### config.mk
export PLATFORM = sky130hd
export DESIGN_NAME = coin_acceptor
export DESIGN_NICKNAME = d
export VERILOG_FILES = /design/src/rtl/vm_pkg.sv /design/src/rtl/coin_debounce.sv /design/src/rtl/coin_acceptor.sv
export SDC_FILE = /design/constraint.sdc
export NUM_CORES = 1
export LEC_CHECK = 0
export ABC_AREA = 0
export CAP_MARGIN = 5
export CORE_MARGIN = 2
export CORE_UTILIZATION = 55
export DETAILED_ROUTE_END_ITERATION = 8
export PLACE_DENSITY_LB_ADDON = 0.15
export SETUP_SLACK_MARGIN = 0.02
export SYNTH_ARGS = -nofsm -noshare
export SYNTH_HDL_FRONTEND = slang
export SYNTH_SLANG_ARGS = --single-unit
### constraint.sdc
create_clock -name clk -period 3.4 [get_ports clk]
set_input_delay 1.02 -clock clk [delete_from_list [all_inputs] [get_ports clk]]
set_output_delay 1.02 -clock clk [all_outputs]
set_load 0.03 [all_outputs]
### src/rtl/vm_pkg.sv
// Shared vending-machine definitions: coin-type encoding and the default
// tuning constants for the coin acceptor, reused by the vending FSM bench.
package vm_pkg;

  typedef enum logic {
    COIN_ONE = 1'b0,
    COIN_TWO = 1'b1
  } coin_t;

  localparam int DEBOUNCE_CYCLES_DEF = 4;
  localparam int FIFO_DEPTH_DEF      = 4;

endpackage

### src/rtl/coin_debounce.sv
// One coin-slot channel: two-flop synchroniser, stability counter, debounced
// level and a single-cycle strobe on the level's 0->1 transition.
module coin_debounce
  import vm_pkg::*;
#(
  parameter int DEBOUNCE_CYCLES = DEBOUNCE_CYCLES_DEF
) (
  input  logic clk,
  input  logic reset_n,
  input  logic i_raw,
  output logic o_rise
);

  logic       r_sync1;
  logic       r_sync2;
  logic       r_level;
  logic [3:0] r_cnt;
  logic       w_settled;

  // The synchronised value has disagreed long enough: the level flips this edge.
  assign w_settled = (r_sync2 != r_level) && (r_cnt == 4'(DEBOUNCE_CYCLES - 1));
  assign o_rise    = w_settled && r_sync2;

  // Two-flop synchroniser for the asynchronous sensor.
  // NOTE: sequential state uses non-blocking assignments so every flop samples pre-edge values.
  always_ff @(posedge clk or negedge reset_n) begin
    if (!reset_n) begin
      r_sync1 <= 1'b0;
      r_sync2 <= 1'b0;
    end else begin
      r_sync1 <= i_raw;
      r_sync2 <= r_sync1;
    end
  end

  // Count consecutive disagreeing samples; any agreeing sample restarts the count.
  always_ff @(posedge clk or negedge reset_n) begin
    if (!reset_n) begin
      r_cnt   <= '0;
      r_level <= 1'b0;
    end else if (r_sync2 == r_level) begin
      r_cnt <= '0;
    end else if (w_settled) begin
      r_cnt   <= '0;
      r_level <= r_sync2;
    end else begin
      r_cnt <= r_cnt + 4'd1;
    end
  end

endmodule

### src/rtl/coin_acceptor.sv
// Coin acceptor: debounces the two slot sensors, turns rising edges into coin
// events, queues them in order and hands them to the vending FSM one per
// cycle as registered credit pulses, rejecting simultaneous or overflowing coins.
module coin_acceptor
  import vm_pkg::*;
#(
  parameter int DEBOUNCE_CYCLES = DEBOUNCE_CYCLES_DEF,
  parameter int FIFO_DEPTH      = FIFO_DEPTH_DEF
) (
  input  logic       clk,
  input  logic       reset_n,
  input  logic       coin_one_raw,
  input  logic       coin_two_raw,
  input  logic       hold,
  output logic       rupee_one,
  output logic       rupee_two,
  output logic       coin_reject,
  output logic [3:0] queue_count
);

  localparam int PTR_W = $clog2(FIFO_DEPTH);

  logic             w_rise_one;
  logic             w_rise_two;
  logic             w_single;
  logic             w_full;
  logic             w_pop;
  logic             w_push;
  logic             w_reject;
  coin_t            w_push_type;
  coin_t            w_pop_type;

  coin_t            r_mem [FIFO_DEPTH];
  logic [PTR_W-1:0] r_wr_ptr;
  logic [PTR_W-1:0] r_rd_ptr;
  logic [3:0]       r_count;
  logic             r_rupee_one;
  logic             r_rupee_two;
  logic             r_reject;

  coin_debounce #(.DEBOUNCE_CYCLES(DEBOUNCE_CYCLES)) u_deb_one (
    .clk     (clk),
    .reset_n (reset_n),
    .i_raw   (coin_one_raw),
    .o_rise  (w_rise_one)
  );

  coin_debounce #(.DEBOUNCE_CYCLES(DEBOUNCE_CYCLES)) u_deb_two (
    .clk     (clk),
    .reset_n (reset_n),
    .i_raw   (coin_two_raw),
    .o_rise  (w_rise_two)
  );

  // Event classification and FIFO push/pop decisions for this edge.
  // NOTE: every combinational output is assigned on every path, so no latch can be inferred.
  always_comb begin
    w_single    = w_rise_one ^ w_rise_two;
    w_push_type = w_rise_two ? COIN_TWO : COIN_ONE;
    w_full      = (r_count == 4'(FIFO_DEPTH));
    w_pop       = (r_count != 4'd0) && !hold;
    // A full FIFO still accepts when the head leaves on the same edge.
    w_push      = w_single && (!w_full || w_pop);
    w_reject    = (w_rise_one && w_rise_two) || (w_single && !w_push);
    w_pop_type  = r_mem[r_rd_ptr];
  end

  // Coin storage.
  // NOTE: the array is deliberately not reset; r_count gates every read, so stale entries are never seen.
  always_ff @(posedge clk) begin
    if (w_push) begin
      r_mem[r_wr_ptr] <= w_push_type;
    end
  end

  // Pointers wrap modulo FIFO_DEPTH; occupancy comes from the count.
  always_ff @(posedge clk or negedge reset_n) begin
    if (!reset_n) begin
      r_wr_ptr <= '0;
      r_rd_ptr <= '0;
      r_count  <= '0;
    end else begin
      if (w_push) r_wr_ptr <= r_wr_ptr + PTR_W'(1);
      if (w_pop)  r_rd_ptr <= r_rd_ptr + PTR_W'(1);
      r_count <= r_count + 4'(w_push) - 4'(w_pop);
    end
  end

  // Registered one-cycle credit and reject pulses.
  always_ff @(posedge clk or negedge reset_n) begin
    if (!reset_n) begin
      r_rupee_one <= 1'b0;
      r_rupee_two <= 1'b0;
      r_reject    <= 1'b0;
    end else begin
      r_rupee_one <= w_pop && (w_pop_type == COIN_ONE);
      r_rupee_two <= w_pop && (w_pop_type == COIN_TWO);
      r_reject    <= w_reject;
    end
  end

  assign rupee_one   = r_rupee_one;
  assign rupee_two   = r_rupee_two;
  assign coin_reject = r_reject;
  assign queue_count = r_count;

endmodule

==> results by group <==
Floorplan
  • Num rows: 17
  • Die area: 2870 sq um
  • Die H: ~54 um
  • Die W: 53.6 um
  • Initial Utilization: 0.595
  • Core Region: 2280 sq um
  • # IOs: 12

Placement
  • DP Wirelength: 1.43 mm
  • Placed cells: around 140
  • Number of port buffers: 11
  • GPL Wtd Cong: 0.730

Synthesis
  • Warnings, synthesis: 0
  • Syn avg cell area: 13.3 sq um
  • Netlist cell types: 29
  • Mapped Nets: 120
  • Cells after synthesis: just over 100
  • Post-synthesis cell area: 1350 sq um
  • Register area share after synthesis: 0.551
  • Synth Register Bits: 29

Worst setup path
  • WS Path Type: reg -> reg
  • CP Data Required Time: approximately 3.6 ns
  • Critical Path Source: u_deb_two.r_cnt[0]$_DFF_PN0_
  • Crit-path max FO: 5
  • Worst endpoint data arrival time: 3.06 ns
  • Worst Setup End Kind: register
  • Launching point of the worst reg2reg path: u_deb_two.r_cnt[0]$_DFF_PN0_
  • Crit start category: register

Clock network
  • Clock buffer depth: 2
  • Post-CTS resize count: 0
  • Clock Sink Count: 29
  • Root buffer cell: clkbuf_4
  • Num CTS Buffers: 5
  • Worst-path clk slew: 0.10 ns
  • # Post-CTS Setup Buffers: 0
  • CTS tree: built
  • Clock Latency Late Sink: 0.33 ns
  • H-tree levels: 2
  • CTS hold repair buffers: 0

Finish
  • Post-layout util: 0.686
  • Number of nets in the layout: 139
  • Most common cell after layout, fill and taps aside: dfrtp_1
  • # fillers: 178
  • Synth-to-layout area growth: 15.3%
  • Post-route insts no fill: 150
  • Antenna Diode Count: 0
  • Commonest cells after routing, fill and taps aside: dfrtp_1, ha_1, clkdlybuf4s50_1
  • Share of cells above drive strength 1: 0.180

Pwr
  • Int Power: 769 uW
  • P_sw: 469 uW
  • Leak: 0.000723 uW
  • Sw Ratio: 0.379
  • Clock power share: 0.163
  • VDD IR max: 0.609 mV
  • PD cells: 793 nW/um^2
  • Flop pwr share: 0.429
  • Comb pwr share: 0.408

Route
  • Drt total wl: 1.98 mm
  • Vias post-DR: 800
  • Remaining antenna violation count: 0
  • DRT iter0 DRCs: 8
  • Number of vias per cell: 5.33
  • DRC: 0
  • Wire per inst: 13.2 um
  • Drt pass-1 iters: 4

Global routing
  • Overflow after GRT: 0
  • Vias in the first global route: 801
  • First-pass GRT wire length: 3.42 mm
  • Pin count of the biggest net entering global routing: 26
  • Gr usage total: 0.180
  • Initial antenna violation count: 0

Timing
  • Slew headroom: 0.747
  • Setup violators final: 0
  • Slew Limit Fails: 0
  • Max Freq: 352 MHz
  • Crit share post-route: 0.835
  • Final setup TNS: 0 ns
  • Fin. Hold Viols: 0
  • Post-Route Skew: 0.00788 ns
  • Worst slew pin tran: 0.378 ns
  • Hold slack final: 0.370 ns
  • Post-layout min period: 2.84 ns
  • RSZ-0062 raised after global routing: false

Worst hold path
  • Hold_sp: u_deb_two.r_sync1$_DFF_PN0_
  • Worst min path class: reg -> reg

Run
  • Max-cap viol count: 0

Status
  • Status: complete, no violations
metal layers:
metal | global-route usage | routed length [um] | up-vias
met5 | 0 | 0 | -
met4 | 0.103 | 49 | 0
met3 | 0.0750 | 101 | 6
met2 | 0.280 | 913 | 19
met1 | 0.210 | 913 | 390
li1 | - | - | 385
state kept, by name, indices dropped and copies added, names as in the netlist:
register,count
u_deb_two.r_sync2,1
u_deb_one.r_sync2,1
coin_reject,1
rupee_two,1
u_deb_one.r_cnt,4
r_mem,4
u_deb_two.r_cnt,4
r_wr_ptr,2
rupee_one,1
u_deb_one.r_level,1
r_rd_ptr,2
u_deb_two.r_sync1,1
u_deb_two.r_level,1
queue_count,4
u_deb_one.r_sync1,1
power groups by stage:
stage,clock network [uW],registers [uW],logic (uW)
2_1_floorplan,0,589,305
5_1_grt,226,547,577
3_3_place_gp,0,536,497
4_1_cts,212,533,512
6_report,202,531,505
3_5_place_dp,0,540,505
through the flow:
step / power, uW / setup slack, ns / area, sq um
after floorplan: 894 / 0.860 / 1350
after detailed placement: 1050 / 0.537 / 1510
after CTS: 1260 / 0.537 / 1560
final: 1240 / 0.561 / 1560
after global placement: 1030 / 0.608 / 1510
after global routing: 1350 / 0.317 / 1560
final timing paths:
kind | endpoint | slack (ns) | cells past startpoint
max | queue_count[2]$_DFF_PN0_ | 0.56 | 10
min | u_deb_two.r_sync2$_DFF_PN0_ | 0.37 | 0
max reg2reg | queue_count[2]$_DFF_PN0_ | 0.56 | 10
min reg2reg | u_deb_two.r_sync2$_DFF_PN0_ | 0.37 | 0
max in group asynchronous | u_deb_one.r_sync2$_DFF_PN0_ | 2.11 | 2
min in group asynchronous | queue_count[1]$_DFF_PN0_ | 1.04 | 2
kinds of logic (layout without fill, tap and decap cells):
logic type / Yosys count / after routing / synth area share
fa+ha+maj: 13 / 13 / 0.126
mux: 4 / 4 / 0.0444
simple gates: 26 / 26 / 0.124
buf+inv: 9 / 29 / 0.0250
compound gates: 12 / 12 / 0.0721
xor+xnor: 9 / 9 / 0.0582
flops: 29 / 29 / 0.551
cell type report:
class | count | area (sq um) | area share
repair buffers | 12 | 118 | 0.0753
inverters | 9 | 33.8 | 0.0216
flip-flops and latches | 29 | 746 | 0.478
multi-input cells | 64 | 574 | 0.368
clock inverters | 3 | 17.5 | 0.0112
clock buffers | 5 | 37.5 | 0.0240
well taps | 28 | 35.0 | 0.0224
cells in the mapped netlist (all sizes together):
library cell | instances | area, sq um
o211ai | 2 | 15.0
a41o | 1 | 10.0
nor3b | 2 | 15.0
a21o | 2 | 16.3
mux4 | 1 | 22.5
ha | 12 | 150
nor2 | 4 | 17.5
mux2 | 3 | 37.5
nor2b | 2 | 12.5
xnor2 | 5 | 43.8
dfrtp | 25 | 626
xor2 | 4 | 35.0
edfxtp | 4 | 120
fa | 1 | 20.0
nand2b | 4 | 25.0
or2 | 1 | 8.76
nand3b | 2 | 15.0
and3b | 2 | 17.5
nand3 | 2 | 10.0
inv | 9 | 33.8
nor3 | 2 | 10.0
and2 | 5 | 36.3
a31oi | 1 | 21.3
a211o | 1 | 10.0
a21oi | 5 | 25.0
worst max-delay path: stages, from the launching register on:
cell and delay (ns):
dfrtp_1 0.39, ha_1 0.18, nor3b_1 0.35, and3b_1 0.33, ha_1 0.32, a211o_2 0.31
o211ai_1 0.09, ha_1 0.21, inv_1 0.06, fa_1 0.37, xnor2_1 0.13
Power figures use the tool's default switching activity.
